--- src/rtl/button_conditioner.sv ---
// button_conditioner: synchronises, debounces and edge-detects active-low push buttons,
// emitting a clean level plus one-cycle press, release and long-press pulses per channel.
module button_conditioner #(
    parameter int N_BTN        = 4,
    parameter int DEBOUNCE_CYC = 270_000,
    parameter int LONG_CYC     = 27_000_000,
    parameter int CNT_W        = 32
) (
    input  logic             clk,
    input  logic             rst,
    input  logic [N_BTN-1:0] btn_raw,
    output logic [N_BTN-1:0] btn_clean,
    output logic [N_BTN-1:0] press_pulse,
    output logic [N_BTN-1:0] release_pulse,
    output logic [N_BTN-1:0] long_pulse,
    output logic [N_BTN-1:0] long_held
);
    localparam logic [1:0] REL = 2'd0;
    localparam logic [1:0] PRS = 2'd1;
    localparam logic [1:0] LNG = 2'd2;
    localparam logic [CNT_W-1:0] DB_MAX   = CNT_W'(DEBOUNCE_CYC - 1);
    localparam logic [CNT_W-1:0] LONG_MAX = CNT_W'(LONG_CYC - 1);

    logic [N_BTN-1:0] sync1_q, sync1_d, sync2_q, sync2_d;
    logic [N_BTN-1:0] clean_q, clean_d;
    logic [N_BTN-1:0] press_q, press_d, rel_q, rel_d, long_q, long_d, held_q, held_d;
    logic [N_BTN-1:0] diff, acc;
    logic [1:0]       state_q [N_BTN];
    logic [1:0]       state_d [N_BTN];
    logic [CNT_W-1:0] db_cnt_q [N_BTN];
    logic [CNT_W-1:0] db_cnt_d [N_BTN];
    logic [CNT_W-1:0] hold_cnt_q [N_BTN];
    logic [CNT_W-1:0] hold_cnt_d [N_BTN];

    assign diff = sync2_q ^ clean_q;

    always_comb begin
        sync1_d    = btn_raw;
        sync2_d    = sync1_q;
        clean_d    = clean_q;
        press_d    = '0;
        rel_d      = '0;
        long_d     = '0;
        held_d     = held_q;
        acc        = '0;
        state_d    = state_q;
        db_cnt_d   = db_cnt_q;
        hold_cnt_d = hold_cnt_q;
        for (int i = 0; i < N_BTN; i++) begin
            acc[i]      = diff[i] && (db_cnt_q[i] == DB_MAX);
            db_cnt_d[i] = (diff[i] && !acc[i]) ? db_cnt_q[i] + CNT_W'(1) : '0;
            clean_d[i]  = acc[i] ? sync2_q[i] : clean_q[i];
            press_d[i]  = acc[i] && !sync2_q[i];
            rel_d[i]    = acc[i] && sync2_q[i];
            // A release outranks reaching the long-press threshold on the same edge.
            if (press_d[i]) begin
                state_d[i]    = PRS;
                hold_cnt_d[i] = '0;
            end else if (rel_d[i]) begin
                state_d[i] = REL;
                held_d[i]  = 1'b0;
            end else if (state_q[i] == PRS) begin
                if (hold_cnt_q[i] == LONG_MAX) begin
                    state_d[i] = LNG;
                    long_d[i]  = 1'b1;
                    held_d[i]  = 1'b1;
                end else begin
                    hold_cnt_d[i] = hold_cnt_q[i] + CNT_W'(1);
                end
            end
        end
    end

    always_ff @(posedge clk) begin
        if (!rst) begin
            sync1_q    <= '1;
            sync2_q    <= '1;
            clean_q    <= '1;
            press_q    <= '0;
            rel_q      <= '0;
            long_q     <= '0;
            held_q     <= '0;
            state_q    <= '{default: REL};
            db_cnt_q   <= '{default: '0};
            hold_cnt_q <= '{default: '0};
        end else begin
            sync1_q    <= sync1_d;
            sync2_q    <= sync2_d;
            clean_q    <= clean_d;
            press_q    <= press_d;
            rel_q      <= rel_d;
            long_q     <= long_d;
            held_q     <= held_d;
            state_q    <= state_d;
            db_cnt_q   <= db_cnt_d;
            hold_cnt_q <= hold_cnt_d;
        end
    end

    assign btn_clean     = clean_q;
    assign press_pulse   = press_q;
    assign release_pulse = rel_q;
    assign long_pulse    = long_q;
    assign long_held     = held_q;
endmodule
--- config.mk ---
export PLATFORM = sky130hd
export DESIGN_NAME = button_conditioner
export DESIGN_NICKNAME = d
export VERILOG_FILES = /design/src/rtl/button_conditioner.sv
export SDC_FILE = /design/constraint.sdc
export NUM_CORES = 1
export LEC_CHECK = 0
export ABC_AREA = 1
export CAP_MARGIN = 20
export CELL_PAD_IN_SITES_DETAIL_PLACEMENT = 1
export CELL_PAD_IN_SITES_GLOBAL_PLACEMENT = 2
export CORE_UTILIZATION = 31
export DETAILED_ROUTE_END_ITERATION = 7
export PLACE_DENSITY_LB_ADDON = 0.25
export SYNTH_ARGS = -nofsm -noshare
export SYNTH_HDL_FRONTEND = slang
export SYNTH_SLANG_ARGS = --single-unit
--- constraint.sdc ---
create_clock -name clk -period 1.6 [get_ports clk]
set_input_delay 0.32 -clock clk [delete_from_list [all_inputs] [get_ports clk]]
set_output_delay 0.32 -clock clk [all_outputs]
set_load 0.05 [all_outputs]
* Yosys cells after proc, flatten, opt, wreduce, memory -nomap -nowiden
Cells that the tools add are included.
** Operators by class
- Add/subtract/negate cells :: 8
- Equality and inequality tests :: 12
- Multiplexer cells :: 32
- Bitwise operators :: 18
- Reduce and logical (&&, ||, !) cells :: 72
** Operators with widths (number)
- adder 32 x 1 -> 32 bit, second input constant :: 8
- equality test 32 x 19 -> 1 bit, second input constant :: 4
- equality test 32 x 25 -> 1 bit, second input constant :: 4
- two-way mux 1 bit :: 32
- AND reduction 2 bit :: 12
- AND reduction 3 bit :: 8
- nonzero test 3 bit :: 8
- inverter 1 bit :: 17
- logical AND 1 bit :: 16
- nonzero test 2 bit :: 8
- OR reduction 4 bit :: 4
- OR reduction 3 bit :: 4
- equality test 2 x 1 -> 1 bit, second input constant :: 4
- zero test 1 bit :: 8
- OR reduction 2 bit :: 4
- bitwise XOR 4 bit :: 1
** Storage, ports and cells
- Register bits after elaboration :: 292
- Input port bits :: 6
- Output and inout port bits :: 20
- Word-level logic and storage cells :: 174

* Longest topological paths before layout
- Depth in word-level cells :: 5
- Depth in mapped cells :: 12
- Depth with buffers taken out :: 11

* Worst setup path before layout
No wires, ideal clock.
- Kind :: reg-to-reg
- Start point :: register clean_q[1] (netlist: btn_clean[1])
- End point :: register hold_cnt_q[73] in the netlist's numbering
- Library setup time :: 117 ps
- Arrival time :: 1543 ps
- Data required time :: 1483 ps
- Setup slack :: -60 ps
- Stages on the path, launching flop included :: 6
- Buffers on the path :: 1
- Clock period less this slack :: 1660 ps
- Path through :: dfxtp_1 xor2_1 nand3_1 clkbuf_1 nand3_1 a21oi_1
** Between the ends
- Longest elaborated chain between the ends :: 5
- Elaborated cells between the ends (all ways) :: 7
- Those cells by class :: bitwise (2); reduce/logical (5)
** Ends and longest elaborated chain
- start, declared :: RTL line 25 : logic [N_BTN-1:0] clean_q, clean_d;
- start signal, assigned :: RTL line 89 : clean_q <= clean_d;
- bitwise XOR 4 bit (*) :: RTL line 35 : assign diff = sync2_q ^ clean_q;
- logical AND 1 bit (*) :: RTL line 50 : acc[i] = diff[i] && (db_cnt_q[i] == DB_MAX);
- logical AND 1 bit :: RTL line 54 : rel_d[i] = acc[i] && sync2_q[i];
- inverter 1 bit (no source line)
- AND reduction 3 bit (no source line)
- end signal, assigned :: RTL line 96 : hold_cnt_q <= hold_cnt_d;
- end, declared :: RTL line 32 : logic [CNT_W-1:0] hold_cnt_q [N_BTN];
Every way passes the cells marked *; elsewhere a longest branch is shown, timed or not.
A chain may end at the register's enable or synchronous reset.

* Final worst setup path
- Start point :: register db_cnt_q[100] in the netlist's numbering
- End point :: register hold_cnt_q[101] in the netlist's numbering
** Between the ends
- Longest elaborated chain between the ends :: 5
- Elaborated cells between the ends (all ways) :: 7
- Those cells by class :: eq/ne (1); bitwise (1); reduce/logical (5)
** Ends and longest elaborated chain
- start, declared :: RTL line 30 : logic [CNT_W-1:0] db_cnt_q [N_BTN];
- start signal, assigned :: RTL line 95 : db_cnt_q <= db_cnt_d;
- equality test 32 x 19 -> 1 bit (*) :: RTL line 50
- logical AND 1 bit (*) :: RTL line 50
- logical AND 1 bit :: RTL line 54
- inverter 1 bit (no source line)
- AND reduction 3 bit (no source line)
Marked as above.

==> metrics.cfg <==
[detailed_routing]
wire_per_inst_um = 18.7
via_per_inst = 5.10
wl_mm = 80.5
drtAntennaViolNets = 0
vias = 21900
drt_first_pass_iters = 5
drt_iter0_drc = 1045
drc = 0

[sta]
setup_violations = 246
tightestPinTransition_ns = 0.445
report.final.slew_viol_count = 0
min_period_over_period_pct = 116
skew_ns = 0.0269
tns_ns = -32.72
hold_viol_final = 0
slew_headroom_pct = 70.3
worst_slack_ns = -0.260
post-route-min-period_ns = 1.86
rsz0062_at_grt = true
max_freq_mhz = 538

[synth]
synth_async_sr_flop_share_pct = 0
synth-compound-area-share_pct = 7.07
synth_flop_cell = dfxtp_1
synth_top_family_by_area = simple AND/OR/NAND/NOR gates
synthMuxAreaShare_pct = 0
synth_fa_ha_area_share_pct = 0.570
synth_top_area_share_pct = 33.3
syn_area_sq_um = 17600
yosysMostFrequentCell = nand2_1
synth_cell_types = 39
yosys.area.top_type = dfxtp_1
synth-xor-area-share_pct = 3.49
yosys.area_share.simple_pct = 47.5
ys_ff_latch = 292
ys_warn_count = 0
synthTopCellsByCount = nand2_1 (939), nor2_1 (510), dfxtp_1 (292), inv_1 (283), nand3_1 (221)
synth_fp_nets = 2914
postSynthAreaPerCell_sq_um = 6.06
synth_area_leaders = dfxtp_1 (33%), nand2_1 (20%), nor2_1 (11%), nand3_1 (6.3%), inv_1 (6.0%)
syn_inst = 2900
synth_edf_count = 0
ys_seq_area_share_pct = 33.3

[power]
power.leakage_nw = 10.9
p_int_mw = 12.8
power_frac_comb_pct = 3.0
seq_power_share_pct = 43.1
pwr-share-clk_pct = 53.9
power_switching_mw = 4.09
p_per_area_nw_per_um2 = 577
p_sw_share_pct = 24.2
peakVddDrop_mv = 0.584

[clock_network]
cts_tree = built
cts_sinks = 292
cts-root-buf = clkbuf_16
htree_num_levels = 2
clock_latency_ns = 0.58
cts_buffers = 39
cts_buffer_depth = 3
path_clk_slew_ns = 0.06

[floorplanning]
std_cell_rows = 86
die_h_um = 240
design.core.area_sq_um = 55500
dieArea_sq_um = 57600
pin_count = 26
initial_core_util_pct = 31.6
die_w_um = 240

[placement]
port_buffers = 25
dp.cells = 4114
dp_hpwl_mm = 50.0
routabilityCongestion = 0.871

[hold_path]
worstHoldStart = btn_raw[2]
hp-class = primary input to flop
min_to = sync1_q[2]
hold_path_depth = 2

[setup_path]
cp-end-kind = flop
path_cells = nor2_1 -> nand2_2 -> inv_2 -> nand2_2 -> nor2_4 -> buf_6 -> nand3_4 -> nand3_4 -> buf_12 -> buf_12 -> buf_8 -> nand2_4 -> a21oi_2
cp_data_required_time_ns = 2.09
worst_r2r_endpoint = hold_cnt_q[101]
worstSetupPathType = flop to flop
path_depth = 13
reg2reg_depth = 13
crit_arrival_ns = 2.35
rr_startpoint = db_cnt_q[100]
start_kind = flop
critPathBufInv = 5
crit_family = simple AND/OR/NAND/NOR gates
crit_fanout = 5
max_stage_delay_ns = 0.34
ff2ff_setup_slack_ns = -0.26
crit_slowest_cell = dfxtp_2

[run]
max_cap_viol_count = 0

[grt]
grt_pass1_wl_mm = 116
grt_start_max_net_pins = 25
grt.total_usage_pct = 24.9
grt_pass1_vias = 22900
antenna_found_initial = 0
grt_overflow = 0

[final_layout]
fin_util_pct = 52.8
drive_above_1_share_pct = 43.3
nNetsFinal = 3539
diodes = 0
syn2layout_area_growth_pct = 66.9
stdcell_count = 4300

[status]
violations = setup timing
status = finished with violations

## layer usage
| layer | vias up | track usage, % | routed length (um) |
|---|---|---|---|
| met3 | 177 | 3.36 | 1920 |
| met2 | 361 | 45.5 | 42200 |
| met5 | - | 0 | 0 |
| met1 | 10800 | 29.5 | 33700 |
| met4 | 0 | 8.72 | 2760 |
| li1 | 10500 | - | - |
## worst reg2reg max path: stages, from the launching register on
cell and delay, ns:
dfxtp_2 0.34, nor2_1 0.17, nand2_2 0.11, inv_2 0.07, nand2_2 0.05, nor2_4 0.16, buf_6 0.13, nand3_4 0.09
nand3_4 0.13, buf_12 0.13, buf_12 0.10, buf_8 0.12, nand2_4 0.05, a21oi_2 0.14
## timing repair
item / 4_1_cts / 5_1_grt
buffers inserted: 63 / 48
gates resized for setup: 413 / 739
pin swaps: 79 / 219
cloned: 23 / 16
hold buffers: 0 / 0
setup endpoints to repair: 277 / 282
## cell usage in the layout (no fill, tap or decap), types with 8 or more instances in the layout
cell type,Yosys,routed
clkbuf_16,0,53
nor3_4,0,12
dfxtp_1,292,191
o21ai_0,31,20
buf_8,0,11
nand4_1,80,80
nor2_2,15,94
xor2_1,55,51
nand2_4,0,77
buf_6,12,69
nand2_2,8,78
buf_16,0,14
a21oi_2,0,158
nand3_4,6,43
nand2_1,939,787
nor3_1,72,26
nand3_1,221,140
inv_2,1,29
a21oi_1,198,39
inv_4,0,8
o21ai_2,1,11
nand3_2,7,51
nor2_1,510,357
or2_2,22,22
inv_1,283,245
nand3b_1,34,34
xnor2_1,15,15
dfxtp_2,0,90
buf_4,3,487
buf_12,0,45
nor3_2,2,36
nor3b_2,0,10
dfxtp_4,0,11
nor2_4,6,80
## sequential cells by signal, summed over array words and instances, names as in the netlist
| register | flops |
|---|---|
| release_pulse | 4 |
| sync1_q | 4 |
| press_pulse | 4 |
| hold_cnt_q | 128 |
| long_held | 4 |
| sync2_q | 4 |
| long_pulse | 4 |
| state_q | 8 |
| db_cnt_q | 128 |
| btn_clean | 4 |
## power groups by stage
stage	combinational (mW)	sequential, mW	clock [mW]
final	0.511	7.28	9.12
after detailed placement	0.234	7.45	0
after global placement	0.229	7.45	0
after CTS	0.451	7.29	9.30
after global routing	0.529	7.28	9.57
after floorplan	0.113	7.45	0
## logic make-up (layout without fill, tap and decap cells)
| kind of cell | after synthesis | count (layout) |
|---|---|---|
| fa+ha+maj | 8 | 8 |
| xor+xnor | 70 | 70 |
| compound gates | 243 | 243 |
| buf+inv | 345 | 997 |
| flops | 292 | 292 |
| simple gates | 1942 | 1942 |
## area by class of cell
cell class	instances	area, sq um
Clock buffer	50	1090
Tap cell	748	936
Timing Repair Buffer	644	6260
Sequential cell	292	6000
Inverter	285	1100
Multi-Input combinational cell	2263	13700
Clock inverter	18	201
Fill cell	6866	26200
## per-stage QoR
step	hold slack [ns]	total power, mW	instance area [sq um]	worst slack [ns]
2_1_floorplan	0.393	7.56	17600	0.00364
3_3_place_gp	0.394	7.68	22500	-0.219
3_5_place_dp	0.408	7.69	22500	-0.284
4_1_cts	0.303	17.0	26400	-0.169
5_1_grt	0.337	17.4	29300	-0.331
6_report	0.330	16.9	29300	-0.260
## worst max-delay path by stage
stage | from | to | slack, ns
finish | db_cnt_q[100] | hold_cnt_q[101] | -0.26
global route | db_cnt_q[100] | hold_cnt_q[101] | -0.33
CTS | db_cnt_q[16] | hold_cnt_q[5] | -0.17
detailed placement | db_cnt_q[0] | db_cnt_q[20] | -0.28
global placement | db_cnt_q[32] | db_cnt_q[47] | -0.22
floorplan | db_cnt_q[0] | hold_cnt_q[10] | 0.004
No activity file was read; power rests on OpenSTA's default activity.
